### config.mk
export PLATFORM = sky130hd
export DESIGN_NAME = mac_datapath
export DESIGN_NICKNAME = d
export VERILOG_FILES = /design/src/rtl/mac_datapath.sv
export SDC_FILE = /design/constraint.sdc
export NUM_CORES = 1
export LEC_CHECK = 0
export BUFFER_PORTS_ARGS = -buffer_cell sky130_fd_sc_hd__buf_2
export CORE_ASPECT_RATIO = 0.6
export CORE_MARGIN = 1.5
export CORE_UTILIZATION = 65
export CTS_CLUSTER_DIAMETER = 80
export DETAILED_ROUTE_END_ITERATION = 7
export HOLD_SLACK_MARGIN = 0.1
export PLACE_DENSITY = 0.86
export SLEW_MARGIN = 20
export SYNTH_ARGS = -nofsm -noshare
export SYNTH_HDL_FRONTEND = slang
export SYNTH_SLANG_ARGS = --single-unit
### constraint.sdc
create_clock -name CLK -period 3.75 [get_ports CLK]
set_input_delay 0.5625 -clock CLK [delete_from_list [all_inputs] [get_ports CLK]]
set_output_delay 0.5625 -clock CLK [all_outputs]
set_load 0.005 [all_outputs]
### src/rtl/mac_datapath.sv
// mac_datapath
// Arithmetic stage of the MAC unit, fed by the control FSM's 2-bit op code.
// Two-stage pipeline: stage 1 registers the unsigned product A*B and the op
// code; stage 2 applies the registered op to the accumulator, overflow flag
// and term counter, and on DUMP publishes them on the registered result port.
//
// Ports:
//   CLK        in   1       rising-edge clock
//   RST        in   1       asynchronous active-high reset
//   CTRL       in   2       op code: 00 NOP, 01 MAC, 10 LOAD, 11 DUMP
//   A, B       in   DATA_W  unsigned operands, sampled with CTRL
//   ACC_OUT    out  ACC_W   accumulator value captured by the last DUMP
//   OUT_VALID  out  1       one-cycle strobe for a new ACC_OUT
//   OVF_OUT    out  1       sticky overflow of the dumped sum
//   TERMS      out  CNT_W   saturating number of products in the dumped sum
module mac_datapath #(
  parameter int DATA_W = 8,
  parameter int ACC_W  = 20,
  parameter int CNT_W  = 8
) (
  input  logic              CLK,
  input  logic              RST,
  input  logic [1:0]        CTRL,
  input  logic [DATA_W-1:0] A,
  input  logic [DATA_W-1:0] B,
  output logic [ACC_W-1:0]  ACC_OUT,
  output logic              OUT_VALID,
  output logic              OVF_OUT,
  output logic [CNT_W-1:0]  TERMS
);

  typedef enum logic [1:0] {
    OP_NOP  = 2'b00,
    OP_MAC  = 2'b01,
    OP_LOAD = 2'b10,
    OP_DUMP = 2'b11
  } op_t;

  localparam int PROD_W = 2 * DATA_W;

  logic [PROD_W-1:0] p_reg_r;
  op_t               op_reg_r;
  logic [ACC_W-1:0]  acc_r;
  logic              ovf_r;
  logic [CNT_W-1:0]  cnt_r;

  logic [ACC_W:0]    sum_s;     // one extra bit holds the carry out
  logic [ACC_W-1:0]  acc_nxt_s;
  logic              ovf_nxt_s;
  logic [CNT_W-1:0]  cnt_nxt_s;
  logic              dump_s;

  // Stage 1: register the product and the op code every cycle.
  always_ff @(posedge CLK or posedge RST) begin
    if (RST) begin
      p_reg_r  <= {PROD_W{1'b0}};
      op_reg_r <= OP_NOP;
    end else begin
      p_reg_r  <= A * B;
      op_reg_r <= op_t'(CTRL);
    end
  end

  // Stage 2 next-state: decode the registered op against the accumulator state.
  always_comb begin
    sum_s     = {1'b0, acc_r} + (ACC_W+1)'(p_reg_r);
    acc_nxt_s = acc_r;
    ovf_nxt_s = ovf_r;
    cnt_nxt_s = cnt_r;
    dump_s    = 1'b0;
    case (op_reg_r)
      OP_NOP: begin
        acc_nxt_s = acc_r;
      end
      OP_MAC: begin
        acc_nxt_s = sum_s[ACC_W-1:0];
        ovf_nxt_s = ovf_r | sum_s[ACC_W];
        if (cnt_r == {CNT_W{1'b1}}) begin
          cnt_nxt_s = cnt_r;
        end else begin
          cnt_nxt_s = cnt_r + CNT_W'(1);
        end
      end
      OP_LOAD: begin
        acc_nxt_s = ACC_W'(p_reg_r);
        ovf_nxt_s = 1'b0;
        cnt_nxt_s = CNT_W'(1);
      end
      OP_DUMP: begin
        // The product registered alongside DUMP is dropped.
        acc_nxt_s = {ACC_W{1'b0}};
        ovf_nxt_s = 1'b0;
        cnt_nxt_s = {CNT_W{1'b0}};
        dump_s    = 1'b1;
      end
      default: begin
        acc_nxt_s = acc_r;
      end
    endcase
  end

  // Stage 2 state: accumulator, sticky overflow and term counter.
  always_ff @(posedge CLK or posedge RST) begin
    if (RST) begin
      acc_r <= {ACC_W{1'b0}};
      ovf_r <= 1'b0;
      cnt_r <= {CNT_W{1'b0}};
    end else begin
      acc_r <= acc_nxt_s;
      ovf_r <= ovf_nxt_s;
      cnt_r <= cnt_nxt_s;
    end
  end

  // Result port: capture the sum on DUMP and strobe valid for that cycle only.
  always_ff @(posedge CLK or posedge RST) begin
    if (RST) begin
      ACC_OUT   <= {ACC_W{1'b0}};
      OUT_VALID <= 1'b0;
      OVF_OUT   <= 1'b0;
      TERMS     <= {CNT_W{1'b0}};
    end else if (dump_s) begin
      ACC_OUT   <= acc_r;
      OUT_VALID <= 1'b1;
      OVF_OUT   <= ovf_r;
      TERMS     <= cnt_r;
    end else begin
      OUT_VALID <= 1'b0;
    end
  end

endmodule

# Word-level counts from Yosys, hierarchy flattened

Cells that the tools add are included.

Register bits after elaboration: 77
Bits of input ports: 20
Logic and storage cells: 29

Add/sub/neg operators: 2
$mul: 1
Equal/unequal tests: 5
Multiplexer cells: 6
Bitwise gates (word level): 1
Reductions and logical operators: 5

Operator list:

| kind                  | count |
|---|---|
| $pmux W20 S3          | 1 |
| $pmux W8 S3           | 1 |
| $add A20 B16 Y21      | 1 |
| $mul A8 B8 Y16        | 1 |
| $add A8 B1 Y8 const B | 1 |
| $eq A8 B8 Y1 const B  | 1 |
| $mux W8               | 1 |
| $eq A2 B2 Y1 const B  | 2 |
| $reduce_bool A3 Y1    | 1 |
| $eq A2 B1 Y1 const B  | 1 |
| $logic_not A2 Y1      | 1 |
| $mux W1               | 2 |
| $ne A2 B2 Y1 const B  | 1 |
| $pmux W1 S2           | 1 |
| $reduce_and A2 Y1     | 1 |
| $reduce_bool A2 Y1    | 1 |
| $reduce_or A2 Y1      | 1 |
| $or A1 B1 Y1          | 1 |

# Logic depth before layout (Yosys ltp)

Depth after elaboration: 3
Mapped depth: 16

# Worst setup path after synthesis

Ideal clock, no wire load.

Path type: input -> register
From: input B[7]
To: register p_reg_r[14]
Library setup time: 0.080 ns
Arrival time: 4.262 ns
Slack: -0.592 ns
Cell stages on the path: 15
Cell sequence: nand2_1 fa_1 fa_1 inv_1 fa_1 inv_1 fa_1 inv_1 ha_1 nand3_1 o211ai_1 o41ai_1 o21ai_0 a21oi_1 xnor2_1

Word-level cells in the longest chain between the ends: 1

Ends and longest elaborated chain:

| element                | RTL line | source |
|---|---|---|
| start: declaration     | 25       | `input logic [DATA_W-1:0] B,` |
| $mul A8 B8 Y16         | 59       | `p_reg_r <= A * B;` |
| end signal: assignment | 56       | `p_reg_r <= {PROD_W{1'b0}};` |
| end signal: assignment | 59       |  |
| end: declaration       | 41       | `logic [PROD_W-1:0] p_reg_r;` |

No other way between the ends.
A chain may end at the register's enable or synchronous reset.

# Final worst setup path

From: input A[3]
To: register p_reg_r[15]

Word-level cells in the longest chain between the ends: 1

Ends and longest elaborated chain:

| element            | RTL line | source |
|---|---|---|
| start: declaration | 24       | `input logic [DATA_W-1:0] A,` |
| $mul A8 B8 Y16     | 59       |  |

No other way between the ends.

==> impl_metrics.toml <==
[outcome]
status = "complete, but fails checks"
violations = "setup timing"

[synthesis]
synth_top_area_cell = "dfrtp_1"
synth.distinct_cells = 62
synth.most_common_cell = "dfrtp_1"
syn_nets = 684
synth-main-ff-cell = "dfrtp_1"
async_flop_share_pct = 100.0
synthesis.area_sq_um = 5889
synth_area_leaders = "dfrtp_1 (33%), fa_1 (13%), ha_1 (11%), and2_1 (5.4%), mux2_2 (5.4%)"
synth_common_cells = "dfrtp_1 (77), inv_1 (58), ha_1 (53), and2_1 (51), nand2_1 (45)"
ys_ff_latch = 77
syn_avg_cell_area_sq_um = 10.26
synth-seq-area-share_pct = 32.72
ys_warn_count = 0
yosys.area.top_type_share_pct = 32.72
syn_inst = 574
synth-edff-count = 0

[setup_path]
cp.required_ns = 4.02
worstSetupEndpoint = "p_reg_r[15]$_DFF_PP0_"
critPathArrivalTime_ns = 4.24
reg2reg_to = "acc_r[16]$_DFFE_PP0P_"
r2r_slack_ns = 1.02
path_cells = "buf_8 -> and2_4 -> fa_1 -> fa_1 -> fa_1 -> inv_1 -> fa_1 -> inv_2 -> ha_4 -> and3_4 -> a21oi_4 -> a31oi_4 -> a221oi_2 -> xnor2_1"
reg2reg_from = "p_reg_r[0]$_DFF_PP0_"
cpMaxStageDelayCell = "fa_1"
critical_path.max_stage_delay_ns = 0.56
critical_path_class = "in2reg"
crit_top_cell = "fa_1"
rr_worst_depth = 9
crit_path_end_kind = "flip-flop"
cp-startpoint = "A[3]"
cp_max_fo = 5
critPathLaunchType = "input pin"

[final_layout]
stdcell_count = 789
fin_nets = 782
antenna_cells = 0
area_growth_pct = 23.54
layout-drive-gt1-share_pct = 29.84
utilization_pct = 84.08

[route]
post_drt_wl_per_cell_um = 19.82
drt_pass1_iterations = 6
drc = 0
postRouteAntennaNets = 0
vias_per_cell = 6.204
wl_um = 15640
drtIter0Drc = 441
num_vias = 4895

[floorplan]
die_h_um = 76.73
coreArea_sq_um = 8653
dieArea_sq_um = 9659
ios = 50
start_util_pct = 68.06
rows = 26
die_w_um = 125.9

[grt]
antenna_found_initial = 0
globalRouteOverflowTotal = 0
grt_pass1_vias = 5032
grt_max_degree = 78
track_usage_pct = 33.62
grt_first_pass_wirelength_um = 25190

[placed_design]
place_ws_ns = -0.6459
portBuffers = 49
post-dp-hpwl_um = 10310
dp.cells = 765
routabilityCongestion = 0.9604

[sta]
slew_headroom_pct = 36.41
setup_viol = 7
timing.final.ws_setup_ns = -0.2249
final_hold_viol_count = 0
period_minus_slack_ns = 3.975
rsz0062_at_grt = "true"
hold_ws_ns = 0.3235
finalClockSkew_ns = 0.007736
fmax_mhz = 251.6
final_max_slew_viol_count = 0
min_period_over_period_pct = 106.0
worstMarginPinSlew_ns = 0.9539
fin_tns_setup_ns = -1.109

[power]
pwr_density_cell_nw_per_um2 = 700.9
internal_power_mw = 2.985
vdd.ir_drop.worst_mv = 0.4392
p_comb_share_pct = 59.1
power_frac_seq_pct = 25.1
p_switching_mw = 2.115
p_sw_share_pct = 41.47
clkPwrFrac_pct = 15.8
leakage_nw = 3.653

[clocking]
clkLatencyLatePin_ns = 0.35
clock_path_buffers = 2
cts_max_level = 3
hold_buffers = 0
clk_pin_slew_ns = 0.06
clock_sinks = 77
numCtsBuffers = 9
cts_tree = "built"
cts-root-buf = "clkbuf_16"

[worst_hold_path]
hold_path.class = "in2reg"
min-delay-start = "CTRL[1]"

[run]
max-cap-violations = 0
==> per-layer routing <==
| metal | wire [um] | up-vias | GRT usage (%) |
|---|---|---|---|
| met3 | 1236 | 63 | 8.583 |
| met4 | 539 | 0 | 12.87 |
| met1 | 6547 | 2390 | 45.19 |
| li1 | - | 2174 | - |
| met2 | 7314 | 268 | 52.97 |
| met5 | 0 | - | 0 |
==> critical path, delay by kind of cell <==
family | cells | cell delay (ns)
xor gates and xnor gates | 1 | 0.15
AOI/OAI and AO/OA | 3 | 0.69
adders and majority gates | 5 | 2.26
and+or+nand+nor | 2 | 0.36
buffers and inverters | 3 | 0.22
==> final cells by class <==
cell class | count | area [sq um]
clock buffers | 9 | 225.2
clock inverters | 7 | 51.30
fillers | 447 | 1378
inverters | 58 | 217.7
multi-input cells | 422 | 3921
flip-flops and latches | 77 | 1927
well taps | 112 | 140.1
repair buffers | 104 | 793.3
==> registers in the layout, indices dropped and copies added, names as in the netlist <==
register,cells
ACC_OUT,20
OUT_VALID,1
OVF_OUT,1
TERMS,8
acc_r,20
cnt_r,8
op_reg_r,2
ovf_r,1
p_reg_r,16
==> power by group through the flow <==
stage,Clock [mW],Combinational [mW],Sequential [mW]
global placement,0,2.43,1.26
global route,0.843,3.24,1.30
floorplan,0,1.85,1.23
detailed placement,0,2.55,1.28
CTS,0.808,2.77,1.27
finish,0.805,3.02,1.28
==> logic make-up (layout without fill, tap and decap cells) <==
logic type / Yosys count / count (layout) / share of synthesized area (%)
DFF: 77 / 77 / 32.72
and+or+nand+nor: 169 / 169 / 15.19
buffers and inverters: 75 / 178 / 4.801
AOI/OAI and AO/OA: 92 / 92 / 11.35
muxes: 45 / 45 / 8.243
xor gates and xnor gates: 26 / 26 / 3.867
adders and majority gates: 90 / 90 / 23.84
==> cell usage in the layout, fill, tap and decap left out, drive strengths merged, types with 2 or more instances in the layout <==
master    instances
a211oi            2
a21o              7
a21oi            21
a311oi            2
a31o              4
a31oi             6
and2             52
and3              8
buf             104
clkbuf            9
clkinv            4
clkinvlp          2
dfrtp            77
fa               37
ha               53
inv              59
mux2             28
mux2i            17
nand2            45
nand2b            2
nand3            11
nand3b            2
nand4             4
nor2             22
nor2b             5
nor3             11
o211ai            3
o21a              5
o21ai            11
o21bai            2
o22ai             5
o311a             2
o311ai            5
o32ai             2
o41ai             2
xnor2            17
xor2              9
==> through the flow <==
stage | power (mW) | instance area [sq um]
2_1_floorplan | 3.080 | 6003
3_3_place_gp | 3.691 | 6689
3_5_place_dp | 3.823 | 6689
4_1_cts | 4.846 | 7162
5_1_grt | 5.386 | 7276
6_report | 5.100 | 7276
==> how the worst min path moves through the flow <==
| stage | end | slack, ns | depth (start not counted) |
|---|---|---|---|
| floorplan | ACC_OUT[1]$_DFFE_PP0P_ | 0.47 | 2 |
| global placement | ACC_OUT[1]$_DFFE_PP0P_ | 0.48 | 2 |
| detailed placement | ACC_OUT[12]$_DFFE_PP0P_ | 0.49 | 1 |
| CTS | op_reg_r[1]$_DFF_PP0_ | 0.32 | 1 |
| global route | op_reg_r[1]$_DFF_PP0_ | 0.32 | 1 |
| finish | op_reg_r[1]$_DFF_PP0_ | 0.32 | 1 |
==> timing repair <==
item,CTS,global route
pin swaps,23,11
endpoints found under the setup margin,6,8
setup buffers,5,5
endpoints found under the hold margin,0,0
gates resized for setup,44,18
(Power assumes the default switching activity.)
